### config.mk
export PLATFORM = sky130hd
export DESIGN_NAME = lc3_mem_master_flat
export DESIGN_NICKNAME = d
export VERILOG_FILES = /design/src/rtl/lc3_bus_pkg.sv /design/src/rtl/lc3_mem_master_if.sv /design/src/rtl/lc3_wait_timer.sv /design/src/rtl/lc3_mem_master.sv /design/src/flat_wrapper.sv
export SDC_FILE = /design/constraint.sdc
export NUM_CORES = 1
export LEC_CHECK = 0
export CAP_MARGIN = 20
export CORE_MARGIN = 5
export CORE_UTILIZATION = 40
export DETAILED_ROUTE_END_ITERATION = 8
export HOLD_SLACK_MARGIN = 0.12
export PLACE_DENSITY = 0.82
export SLEW_MARGIN = 25
export SYNTH_ARGS = -nofsm -noshare
export SYNTH_HDL_FRONTEND = slang
export SYNTH_HIERARCHICAL = 1
export SYNTH_SLANG_ARGS = --single-unit
### constraint.sdc
create_clock -name clk -period 4.5 [get_ports clk]
set_input_delay 0.45 -clock clk [delete_from_list [all_inputs] [get_ports clk]]
set_output_delay 0.45 -clock clk [all_outputs]
set_load 0.03 [all_outputs]
### src/rtl/lc3_bus_pkg.sv
// Shared definitions for the LC-3 memory/I-O bus initiator and its helpers.
// Latency: n/a (constants, types and helper functions only).
// Backpressure: n/a.
package lc3_bus_pkg;

  // Default bus/data width and default wait-for-R budget in cycles.
  localparam int DW              = 16;
  localparam int TIMEOUT_CYC_DEF = 1023;

  typedef logic [2:0] state_t;

  // Master sequencer states. These are plain constants so the encoding stays
  // stable for any legacy tooling that decodes the state register directly.
  localparam logic [2:0] S_IDLE  = 3'd0;
  localparam logic [2:0] S_ADDR  = 3'd1;
  localparam logic [2:0] S_WDATA = 3'd2;
  localparam logic [2:0] S_WWAIT = 3'd3;
  localparam logic [2:0] S_RWAIT = 3'd4;
  localparam logic [2:0] S_GATE  = 3'd5;
  localparam logic [2:0] S_FIN   = 3'd6;
  localparam logic [2:0] S_ABORT = 3'd7;

  // True in the two states that wait for R from the memory subsystem.
  function automatic logic is_wait_state(input state_t s);
    return (s == S_WWAIT) || (s == S_RWAIT);
  endfunction

endpackage

### src/rtl/lc3_mem_master_if.sv
// LC-3 memory/I-O subsystem bus: BUS drive/sample plus MAR/MDR/MIO_EN/R_W/R handshake.
// Latency: n/a (wires only).
// Backpressure: the subsystem stalls the initiator by holding R low.
//
// Signals:
//   bus_in   current value of the shared tristate BUS
//   bus_out  value the initiator wants on BUS, valid while bus_oe=1
//   bus_oe   initiator drive enable for bus_out
//   LD_MAR   load MAR from BUS
//   LD_MDR   load MDR (from BUS when MIO_EN=0, from device when MIO_EN=1)
//   MIO_EN   memory/I-O access enable
//   R_W      1=write, 0=read
//   GateMDR  subsystem drives MDR onto BUS
//   R        ready from the subsystem
interface lc3_mem_master_if #(
  parameter int DW = lc3_bus_pkg::DW
);
  logic [DW-1:0] bus_in;
  logic [DW-1:0] bus_out;
  logic          bus_oe;
  logic          LD_MAR;
  logic          LD_MDR;
  logic          MIO_EN;
  logic          R_W;
  logic          GateMDR;
  logic          R;

  // CPU-side initiator view.
  modport master (
    input  bus_in,
    input  R,
    output bus_out,
    output bus_oe,
    output LD_MAR,
    output LD_MDR,
    output MIO_EN,
    output R_W,
    output GateMDR
  );

  // Memory subsystem view.
  modport slave (
    output bus_in,
    output R,
    input  bus_out,
    input  bus_oe,
    input  LD_MAR,
    input  LD_MDR,
    input  MIO_EN,
    input  R_W,
    input  GateMDR
  );
endinterface

### src/rtl/lc3_wait_timer.sv
// Bounded wait counter: clears on load, counts enabled cycles, flags the last allowed cycle.
// Latency: expire is combinational from the count, valid in the LIMIT-th enabled cycle.
// Backpressure: none; the caller decides what to do on expire.
//
// Ports:
//   clk, rst_n  clock and synchronous active-low reset
//   load        clear the count (takes priority over en)
//   en          count this cycle as one waited cycle
//   expire      high during the LIMIT-th consecutive enabled cycle after a load
module lc3_wait_timer #(
  parameter int LIMIT = lc3_bus_pkg::TIMEOUT_CYC_DEF,
  parameter int CW    = $clog2(LIMIT + 1)
) (
  input  logic clk,
  input  logic rst_n,
  input  logic load,
  input  logic en,
  output logic expire
);

  logic [CW-1:0] cnt_q;
  logic [CW-1:0] cnt_d;
  logic          at_last;

  // cnt_q holds the number of enabled cycles already completed, so the
  // LIMIT-th enabled cycle sees LIMIT-1 here.
  assign at_last = (cnt_q == CW'(LIMIT - 1));
  assign expire  = en && !load && at_last;

  always_comb begin
    cnt_d = cnt_q;
    if (load) begin
      cnt_d = '0;
    end else if (en && !at_last) begin
      cnt_d = cnt_q + CW'(1);
    end
  end

  always_ff @(posedge clk) begin
    if (!rst_n) begin
      cnt_q <= '0;
    end else begin
      cnt_q <= cnt_d;
    end
  end

endmodule

### src/rtl/lc3_mem_master.sv
// CPU-side initiator for the LC-3 memory/I-O bus: single-word read/write with timeout.
// Latency: req to done is 3+k cycles for both reads and writes (k = cycles spent waiting for R).
// Backpressure: busy high while a transaction is open; req is ignored (not queued) unless idle.
//
// Ports:
//   clk, rst_n           clock and synchronous active-low reset
//   req/we/addr/wdata    request from the control unit, sampled only when idle
//   busy                 high whenever a transaction is in progress
//   done / err           one-cycle completion / timeout-abort pulses
//   rdata                last successful read result, held until the next one
//   mbus                 memory subsystem bus (BUS drive/sample and handshake strobes)
module lc3_mem_master
  import lc3_bus_pkg::*;
#(
  parameter int TIMEOUT_CYC = TIMEOUT_CYC_DEF,
  parameter int DW          = lc3_bus_pkg::DW
) (
  input  logic                  clk,
  input  logic                  rst_n,
  input  logic                  req,
  input  logic                  we,
  input  logic [DW-1:0]         addr,
  input  logic [DW-1:0]         wdata,
  output logic                  busy,
  output logic                  done,
  output logic                  err,
  output logic [DW-1:0]         rdata,
  lc3_mem_master_if.master      mbus
);

  typedef struct packed {
    logic          we;
    logic [DW-1:0] addr;
    logic [DW-1:0] wdata;
  } txn_t;

  state_t        state_q;
  state_t        state_d;
  txn_t          txn_q;
  txn_t          txn_d;
  logic [DW-1:0] rdata_q;
  logic [DW-1:0] rdata_d;

  logic          in_wait;
  logic          tmr_expire;

  assign in_wait = is_wait_state(state_q);

  // The count is held clear in every non-wait state, so each entry into
  // WWAIT/RWAIT starts a fresh budget of TIMEOUT_CYC cycles.
  lc3_wait_timer #(
    .LIMIT (TIMEOUT_CYC)
  ) u_wait_timer (
    .clk    (clk),
    .rst_n  (rst_n),
    .load   (!in_wait),
    .en     (in_wait),
    .expire (tmr_expire)
  );

  // Next-state and datapath capture.
  always_comb begin
    state_d = state_q;
    txn_d   = txn_q;
    rdata_d = rdata_q;
    case (state_q)
      S_IDLE: begin
        if (req) begin
          txn_d.we    = we;
          txn_d.addr  = addr;
          txn_d.wdata = wdata;
          state_d     = S_ADDR;
        end
      end
      S_ADDR:  state_d = txn_q.we ? S_WDATA : S_RWAIT;
      S_WDATA: state_d = S_WWAIT;
      // R is checked before the timer, so a ready arriving in the last
      // allowed cycle still completes the transaction.
      S_WWAIT: begin
        if (mbus.R) begin
          state_d = S_FIN;
        end else if (tmr_expire) begin
          state_d = S_ABORT;
        end
      end
      S_RWAIT: begin
        if (mbus.R) begin
          state_d = S_GATE;
        end else if (tmr_expire) begin
          state_d = S_ABORT;
        end
      end
      S_GATE: begin
        rdata_d = mbus.bus_in;
        state_d = S_FIN;
      end
      S_FIN:   state_d = S_IDLE;
      S_ABORT: state_d = S_IDLE;
      default: state_d = S_IDLE;
    endcase
  end

  always_ff @(posedge clk) begin
    if (!rst_n) begin
      state_q <= S_IDLE;
      txn_q   <= '0;
      rdata_q <= '0;
    end else begin
      state_q <= state_d;
      txn_q   <= txn_d;
      rdata_q <= rdata_d;
    end
  end

  // Moore output decode from the state register and the latched request.
  always_comb begin
    busy         = (state_q != S_IDLE);
    done         = 1'b0;
    err          = 1'b0;
    mbus.bus_out = '0;
    mbus.bus_oe  = 1'b0;
    mbus.LD_MAR  = 1'b0;
    mbus.LD_MDR  = 1'b0;
    mbus.MIO_EN  = 1'b0;
    mbus.R_W     = 1'b0;
    mbus.GateMDR = 1'b0;
    case (state_q)
      S_ADDR: begin
        mbus.bus_out = txn_q.addr;
        mbus.bus_oe  = 1'b1;
        mbus.LD_MAR  = 1'b1;
      end
      S_WDATA: begin
        mbus.bus_out = txn_q.wdata;
        mbus.bus_oe  = 1'b1;
        mbus.LD_MDR  = 1'b1;
        // R_W is raised one cycle ahead of MIO_EN (harmless while MIO_EN=0)
        // so it never toggles while an access is enabled.
        mbus.R_W     = 1'b1;
      end
      S_WWAIT: begin
        mbus.MIO_EN  = 1'b1;
        mbus.R_W     = 1'b1;
      end
      S_RWAIT: begin
        mbus.MIO_EN  = 1'b1;
        mbus.LD_MDR  = 1'b1;
      end
      S_GATE: begin
        mbus.GateMDR = 1'b1;
      end
      // R_W is held through the closing cycle for writes so it only falls
      // once MIO_EN has already been low for a cycle.
      S_FIN: begin
        done         = 1'b1;
        mbus.R_W     = txn_q.we;
      end
      S_ABORT: begin
        err          = 1'b1;
        mbus.R_W     = txn_q.we;
      end
      default: begin
        busy         = 1'b0;
      end
    endcase
  end

  assign rdata = rdata_q;

endmodule

### src/flat_wrapper.sv
// flat-port wrapper written by rule: the top's interface ports become plain ports
module lc3_mem_master_flat import lc3_bus_pkg::*;
#(
  parameter int TIMEOUT_CYC = TIMEOUT_CYC_DEF,
  parameter int DW          = lc3_bus_pkg::DW
)
  (clk, rst_n, req, we, addr, wdata, busy, done, err, rdata, mbus_bus_in, mbus_R, mbus_bus_out, mbus_bus_oe, mbus_LD_MAR, mbus_LD_MDR, mbus_MIO_EN, mbus_R_W, mbus_GateMDR);
  lc3_mem_master_if #(.DW(DW)) mbus_i ();
  input  logic clk;
  input  logic rst_n;
  input  logic req;
  input  logic we;
  input  logic [DW-1:0] addr;
  input  logic [DW-1:0] wdata;
  output logic busy;
  output logic done;
  output logic err;
  output logic [DW-1:0] rdata;
  input wire logic [$bits(mbus_i.bus_in)-1:0] mbus_bus_in;
  input wire logic [$bits(mbus_i.R)-1:0] mbus_R;
  output wire logic [$bits(mbus_i.bus_out)-1:0] mbus_bus_out;
  output wire logic [$bits(mbus_i.bus_oe)-1:0] mbus_bus_oe;
  output wire logic [$bits(mbus_i.LD_MAR)-1:0] mbus_LD_MAR;
  output wire logic [$bits(mbus_i.LD_MDR)-1:0] mbus_LD_MDR;
  output wire logic [$bits(mbus_i.MIO_EN)-1:0] mbus_MIO_EN;
  output wire logic [$bits(mbus_i.R_W)-1:0] mbus_R_W;
  output wire logic [$bits(mbus_i.GateMDR)-1:0] mbus_GateMDR;
  assign mbus_i.bus_in = mbus_bus_in;
  assign mbus_i.R = mbus_R;
  assign mbus_bus_out = mbus_i.bus_out;
  assign mbus_bus_oe = mbus_i.bus_oe;
  assign mbus_LD_MAR = mbus_i.LD_MAR;
  assign mbus_LD_MDR = mbus_i.LD_MDR;
  assign mbus_MIO_EN = mbus_i.MIO_EN;
  assign mbus_R_W = mbus_i.R_W;
  assign mbus_GateMDR = mbus_i.GateMDR;
  lc3_mem_master #(.TIMEOUT_CYC(TIMEOUT_CYC), .DW(DW)) u_core (.clk(clk), .rst_n(rst_n), .req(req), .we(we), .addr(addr), .wdata(wdata), .busy(busy), .done(done), .err(err), .rdata(rdata), .mbus(mbus_i));
endmodule
==> results.env, run 1 <==
WL_PER_CELL_UM=14.2
YS_TYPES=47
CLOCK_LATENCY_NS=0.33
STATUS='complete, no violations'
CAP_VIOL_MAX_COUNT=0
PLACE_WORST_SETUP_SLACK_NS=1.69
FINALSETUPVIOLATIONS=0
CLKSINKCOUNT=62
NUM-NETS-FINAL=474
TYPE_OF_THE_WORST_SETUP_PATH='flop to primary output'
VIAS_POST_DR=2719
COREAREA_UM2=6830
INTPOWER_uW=1090
DIE_AREA_UM2=8810
HOLD_CLASS='flop to flop'
TIMING.SLEW.HEADROOM=0.379
POST-ROUTE-PERIOD-UTIL=0.713
ANTENNA_VIOLATING_NETS_POST_ROUTE=0
GP_ROUTABILITY_CONGESTION=0.896
TOTALPOWERFINAL_uW=1620
CTS_SETUP_BUFFERS=0
POSTCTSRESIZEDCELLS=0
RSZ0062_AT_GRT='no'
DIE_H_UM=93.9
P_PER_AREA_nW_PER_UM2=414
WORST-ENDPOINT-REQUIRED_NS=4.05
SYNTHESIS.INSTANCES=342
TIMING.SETUP.TNS_NS=0
AREA_DELTA_SYNTH_FINAL_PCT=39.6
PATH_MAX_FANOUT=17
POWER.COMBINATIONAL.FRACTION=0.280
FINAL-HOLD-VIOLATION-COUNT=0
POST-SYNTH-TOP-AREA-CELL='sky130_fd_sc_hd__dfxtp_1'
SHARE_OF_SYNTHESIZED_FLIP_FLOPS_WITH_AN_ASYNCHRONOUS_SET_OR_RESET=0
ANTENNA_CELLS_INSERTED=0
CLKSLEWWORSTSETUPHOLDPATHS_NS=0.07
POST-ROUTE-MIN-PERIOD_NS=3.21
CTSLONGESTPATHBUFFERS=2
MAPPEDNETLISTNETS=397
DRC=0
CLOCKPOWERSHARE=0.303
SYNTH.CELL_AREA_UM2=2810
CRITPATHCAPTURETYPE='primary output'
GR_USAGE_TOTAL=0.169
GRT_REMAINING_OVERFLOW=0
CTS-BUFFERS-INSERTED=9
H-TREE-DEPTH=3
PORT_BUFFERS=93
INITIAL_UTILIZATION=0.412
CLOCK.FMAX_MHz=312
FINISH.UTILIZATION=0.575
P_SW_FRAC=0.332
TIGHTEST_SLEW_NS=0.932
POSTLAYOUTSETUPSLACKWORST_NS=1.29
GRT_FIRST_PASS_WIRELENGTH_MM=11.7
PWR-SHARE-SEQ=0.417
SYNTH-SEQ-CELLS=62
IR_DROP_mV=0.224
FINAL_CELLS=520
CLOCK-SKEW-FINAL_NS=0.00868
REGTOREGSETUPSLACK_NS=1.86
FINAL_COMMON_CELL='sky130_fd_sc_hd__clkdlybuf4s50_1'
TRITONCTS_CLOCK_TREE='done'
STD_CELL_ROWS=30
TOTAL_SWITCHING_POWER_uW=539
PLACED_CELLS=504
MAXSLEWVIOLCOUNT=0
GRT_MAX_DEGREE=102
LAYOUT-DRIVE-GT1-SHARE=0.0660
SYNTH_SEQ_AREA_SHARE=0.441
POSTSYNTHAREAPERCELL_UM2=8.23
FIRST_GLOBAL_VIAS=2434
SYNTH-EDFF-COUNT=0
DETAIL_ROUTE.FIRST_PASS.ITERATIONS=4
STATIC-LEAKAGE-POWER_uW=0.00138
FINAL.FILL_COUNT=637
LAYOUT_COMMON_CELLS='sky130_fd_sc_hd__clkdlybuf4s50_1 (92), sky130_fd_sc_hd__dfxtp_1 (62), sky130_fd_sc_hd__nand2_1 (55)'
BIGGEST_AREA_CONTRIBUTORS_IN_THE_SYNTHESIZED_NETLIST='sky130_fd_sc_hd__dfxtp_1 (44%), sky130_fd_sc_hd__nand3_1 (9.2%), sky130_fd_sc_hd__o21ai_0 (8.0%), sky130_fd_sc_hd__nand2_1 (7.3%), sky130_fd_sc_hd__a22o_1 (5.0%)'
TIMING.CRITICAL_PATH.FROM_TYPE='flop'
ROUTE.FINAL.WIRE_LENGTH_MM=7.40
FLOORPLAN.DIE.WIDTH_UM=93.9
SYNTH_FLOP_CELL='sky130_fd_sc_hd__dfxtp_1'
PIN_COUNT=94
CLOCKROOTBUFFER='sky130_fd_sc_hd__clkbuf_8'
DRT_FIRST_ITER_VIOLATIONS=134
GRT_ANTENNA_BEFORE_REPAIR=0
YOSYSWARNINGCOUNT=6
CRIT_ARRIVAL_NS=2.76
CTS_HOLD_BUFFERS=0
SYNTHDOMINANTCELLAREASHARE=0.441
DP_HPWL_MM=5.19
ROUTE.DETAILED.VIAS_PER_INST=5.23
## final cells by class
type                       instances  area (um^2)  share of cell area
sequential                        62         1240               0.316
multi-input combinational        242         1390               0.353
timing repair buffer              96          948               0.241
inverter                           8         30.0             0.00764
tap                               96          120              0.0306
clock inverter                     3         42.5              0.0108
clock buffer                      13          159              0.0404
## cell families after synthesis
family | Yosys count | share of synthesized area
buffers and inverters | 38 | 0.0658
XOR/XNOR | 1 | 0.00311
AND/OR/NAND/NOR | 148 | 0.277
flip-flops | 62 | 0.441
AO/OA/AOI/OAI | 90 | 0.200
adder cells (fa/ha/maj) | 2 | 0.00889
multiplexers | 1 | 0.00356
## cell usage after synthesis, types with 3 or more instances
| cell | number |
|---|---|
| sky130_fd_sc_hd__nor3_1 | 4 |
| sky130_fd_sc_hd__nor2_1 | 4 |
| sky130_fd_sc_hd__a211oi_1 | 4 |
| sky130_fd_sc_hd__buf_4 | 4 |
| sky130_fd_sc_hd__nand2b_1 | 3 |
| sky130_fd_sc_hd__a21oi_1 | 4 |
| sky130_fd_sc_hd__buf_2 | 4 |
| sky130_fd_sc_hd__nand2_1 | 55 |
| sky130_fd_sc_hd__and3_1 | 3 |
| sky130_fd_sc_hd__o21ai_1 | 8 |
| sky130_fd_sc_hd__a22o_1 | 16 |
| sky130_fd_sc_hd__nor2b_1 | 4 |
| sky130_fd_sc_hd__a31oi_1 | 4 |
| sky130_fd_sc_hd__inv_1 | 7 |
| sky130_fd_sc_hd__nand3_1 | 52 |
| sky130_fd_sc_hd__buf_6 | 3 |
| sky130_fd_sc_hd__clkbuf_1 | 18 |
| sky130_fd_sc_hd__o21ai_0 | 45 |
| sky130_fd_sc_hd__dfxtp_1 | 62 |
| sky130_fd_sc_hd__and4_1 | 3 |
## power groups by stage
stage	registers, uW	logic (uW)	clock network (uW)
after CTS	675	456	509
final	677	455	493
after detailed placement	687	455	0
after global placement	684	441	0
after floorplan	671	318	0
after global routing	685	489	536
## critical path, stage by stage, from the launching register on
cell and delay, ns:
sky130_fd_sc_hd__dfxtp_1 0.67, sky130_fd_sc_hd__inv_1 0.22, sky130_fd_sc_hd__nor3_4 0.59, sky130_fd_sc_hd__a22o_1 0.27
sky130_fd_sc_hd__clkdlybuf4s50_1 0.67
## worst paths after layout
path                      from                      endpoint  cells past startpoint
max reg2reg  u_core/state_q[2]  u_core/u_wait_timer/cnt_q[4]                      6
min reg2reg   u_core/txn_q[12]              u_core/txn_q[12]                      2
min           u_core/txn_q[12]              u_core/txn_q[12]                      2
max          u_core/state_q[1]              mbus_bus_out[10]                      4
## state kept, by name, indices dropped and copies added, names as in the netlist
register and count:
u_core/u_wait_timer/cnt_q 10, u_core/rdata 16, u_core/txn_q 33, u_core/state_q 3
## metrics by stage
stage                     hold slack [ns]  instance area, um^2
after global routing                0.475                 3930
after detailed placement            0.445                 3730
final                               0.453                 3930
after CTS                           0.455                 3930
after floorplan                     0.428                 2810
after global placement              0.441                 3730
## layer usage
metal / GRT usage / vias to the layer above / part of all wire
met4: 0.0806 / 0 / 0.020
met1: 0.193 / 1261 / 0.42
li1: - / 1371 / -
met5: 0 / - / 0
met2: 0.283 / 78 / 0.50
met3: 0.0545 / 9 / 0.064
Power figures use the tool's default switching activity.
==> inputs of run 2 (changes only) <==
Clock period 4.5 ns to 3.24 ns, I/O delays scaled along.
==> results.env, run 2 (synthesis gave the netlist of run 1 again) <==
GRT_REMAINING_OVERFLOW=0
COREAREA_UM2=6830
PIN_COUNT=94
CTS-BUFFERS-INSERTED=9
STATUS='complete, no violations'
DIE_AREA_UM2=8810
LAYOUT-DRIVE-GT1-SHARE=0.0726
CRITICAL_PATH.REG2REG.STARTPOINT='u_core/state_q[2]'
CTS_HOLD_BUFFERS=0
PATH_MAX_FANOUT=18
TIMING.SETUP.TNS_NS=0
POST-ROUTE-PERIOD-UTIL=0.899
INITIAL_UTILIZATION=0.412
ROUTE.DETAILED.VIAS_PER_INST=5.22
LAYOUT.AREA.SEQ_UM2=1240
TYPE_OF_THE_WORST_SETUP_PATH='flop to primary output'
LAYOUT_COMMON_CELLS='sky130_fd_sc_hd__clkdlybuf4s50_1 (92), sky130_fd_sc_hd__dfxtp_1 (62), sky130_fd_sc_hd__nand2_1 (55)'
GRT.MET2_USAGE=0.278
CP_SLOWEST_CELL='sky130_fd_sc_hd__clkdlybuf4s50_1'
CRITPATHCAPTURETYPE='primary output'
PLACE_WORST_SETUP_SLACK_NS=0.563
FINALSETUPVIOLATIONS=0
ROUTE.FINAL.WIRE_LENGTH_MM=7.22
DETAIL_ROUTE.FIRST_PASS.ITERATIONS=4
MIN_FROM='rst_n'
DRC=0
GRT_MAX_DEGREE=67
FINAL-HOLD-VIOLATION-COUNT=0
H-TREE-DEPTH=3
PATH_CELLS='inv_2 > nor3_4 > a22o_1 > clkdlybuf4s50_1'
STD_CELL_ROWS=30
CLOCK_LATENCY_NS=0.33
IR_DROP_mV=0.302
CTSLONGESTPATHBUFFERS=2
ANTENNA_VIOLATING_NETS_POST_ROUTE=0
CLOCK-SKEW-FINAL_NS=0.00931
WORSTSETUPSTARTPOINT='u_core/state_q[0]'
HOLD_CLASS='primary input to flop'
CLOCKROOTBUFFER='sky130_fd_sc_hd__clkbuf_8'
FINAL_COMMON_CELL='sky130_fd_sc_hd__clkdlybuf4s50_1'
CLOCK.FMAX_MHz=343
FLOORPLAN.DIE.WIDTH_UM=93.9
FINISH.UTILIZATION=0.579
AREA_DELTA_SYNTH_FINAL_PCT=40.5
CLKSLEWWORSTSETUPHOLDPATHS_NS=0.07
NUM-NETS-FINAL=477
TIMING.CRITICAL_PATH.FROM_TYPE='flop'
POSTLAYOUTSETUPSLACKWORST_NS=0.326
PEAK_PER_STAGE_DELAY_ON_THE_CRITICAL_PATH_NS=0.67
LARGEST_REGISTER='u_core/txn_q'
PORT_BUFFERS=93
GR_USAGE_TOTAL=0.166
MULTI_INPUT_COMB_AREA_UM2=1390
GR_UTIL_MET1=0.189
GRT_FIRST_PASS_WIRELENGTH_MM=11.6
TIGHTEST_SLEW_NS=0.696
LARGEST_REGISTER_FF_COUNT=33
MAXSLEWVIOLCOUNT=0
RSZ0062_AT_GRT='no'
CP.BUFFERS_INVERTERS=2
P_PER_AREA_nW_PER_UM2=566
FIRST_GLOBAL_VIAS=2493
DIE_H_UM=93.9
DRT_FIRST_ITER_VIOLATIONS=137
TIMING.SLEW.HEADROOM=0.535
ANTENNA_CELLS_INSERTED=0
WL_PER_CELL_UM=13.8
DP_HPWL_MM=5.17
CRIT_ARRIVAL_NS=2.59
GRT_UTIL_MET3=0.0601
TRITONCTS_CLOCK_TREE='done'
GRT_ANTENNA_BEFORE_REPAIR=0
FINAL.FILL_COUNT=650
GRT.BUSIEST_LAYER='met2'
STATIC-LEAKAGE-POWER_uW=0.00139
WORST-ENDPOINT-REQUIRED_NS=2.92
CAP_VIOL_MAX_COUNT=0
CLKSINKCOUNT=62
PATH_DELAY_FAMILY='buffers and inverters'
POST-ROUTE-MIN-PERIOD_NS=2.91
HOLD_SLACK_NS=0.413
GP_ROUTABILITY_CONGESTION=0.886
VIAS_POST_DR=2732
-- run 2: worst register-to-register path, delay by kind of cell (launching register included) --
kind | cells | cell delay (ns)
simple gates | 2 | 0.55
compound gates | 3 | 0.54
buf+inv | 2 | 0.30
flops | 1 | 0.74
-- run 2: layout make-up --
type / count / share of cell area
clock buffer: 11 / 0.0332
sequential: 62 / 0.314
timing repair buffer: 99 / 0.249
tap: 96 / 0.0304
multi-input combinational: 242 / 0.351
clock inverter: 5 / 0.0149
inverter: 8 / 0.00760
-- run 2: final timing paths --
kind	cells after the start	slack, ns	endpoint
max	4	0.33	mbus_bus_out[14]
min	4	0.41	u_core/u_wait_timer/cnt_q[0]
max reg2reg	7	1.05	u_core/u_wait_timer/cnt_q[3]
min reg2reg	2	0.46	u_core/txn_q[14]
-- run 2: what timing repair did --
item	in CTS	in global routing
endpoints found under the setup margin	0	1
buffers inserted	0	1
gates resized for setup	0	0
-- run 2: where the power goes --
part	internal, uW	switching (uW)
clock network	357	297
logic	279	367
registers	848	89.4
total	1480	754
-- run 2: metal layers --
| metal | up-vias | share of wire |
|---|---|---|
| li1 | 1382 | - |
| met1 | 1240 | 0.42 |
| met2 | 98 | 0.49 |
| met3 | 12 | 0.070 |
| met4 | 0 | 0.023 |
| met5 | - | 0 |
-- run 2: through the flow --
| stage | std cells | cell area, um^2 | power, uW |
|---|---|---|---|
| after floorplan | 342 | 2810 | 1370 |
| after global placement | 506 | 3740 | 1570 |
| after detailed placement | 506 | 3740 | 1590 |
| after CTS | 522 | 3930 | 2260 |
| after global routing | 523 | 3950 | 2370 |
| final | 523 | 3950 | 2240 |
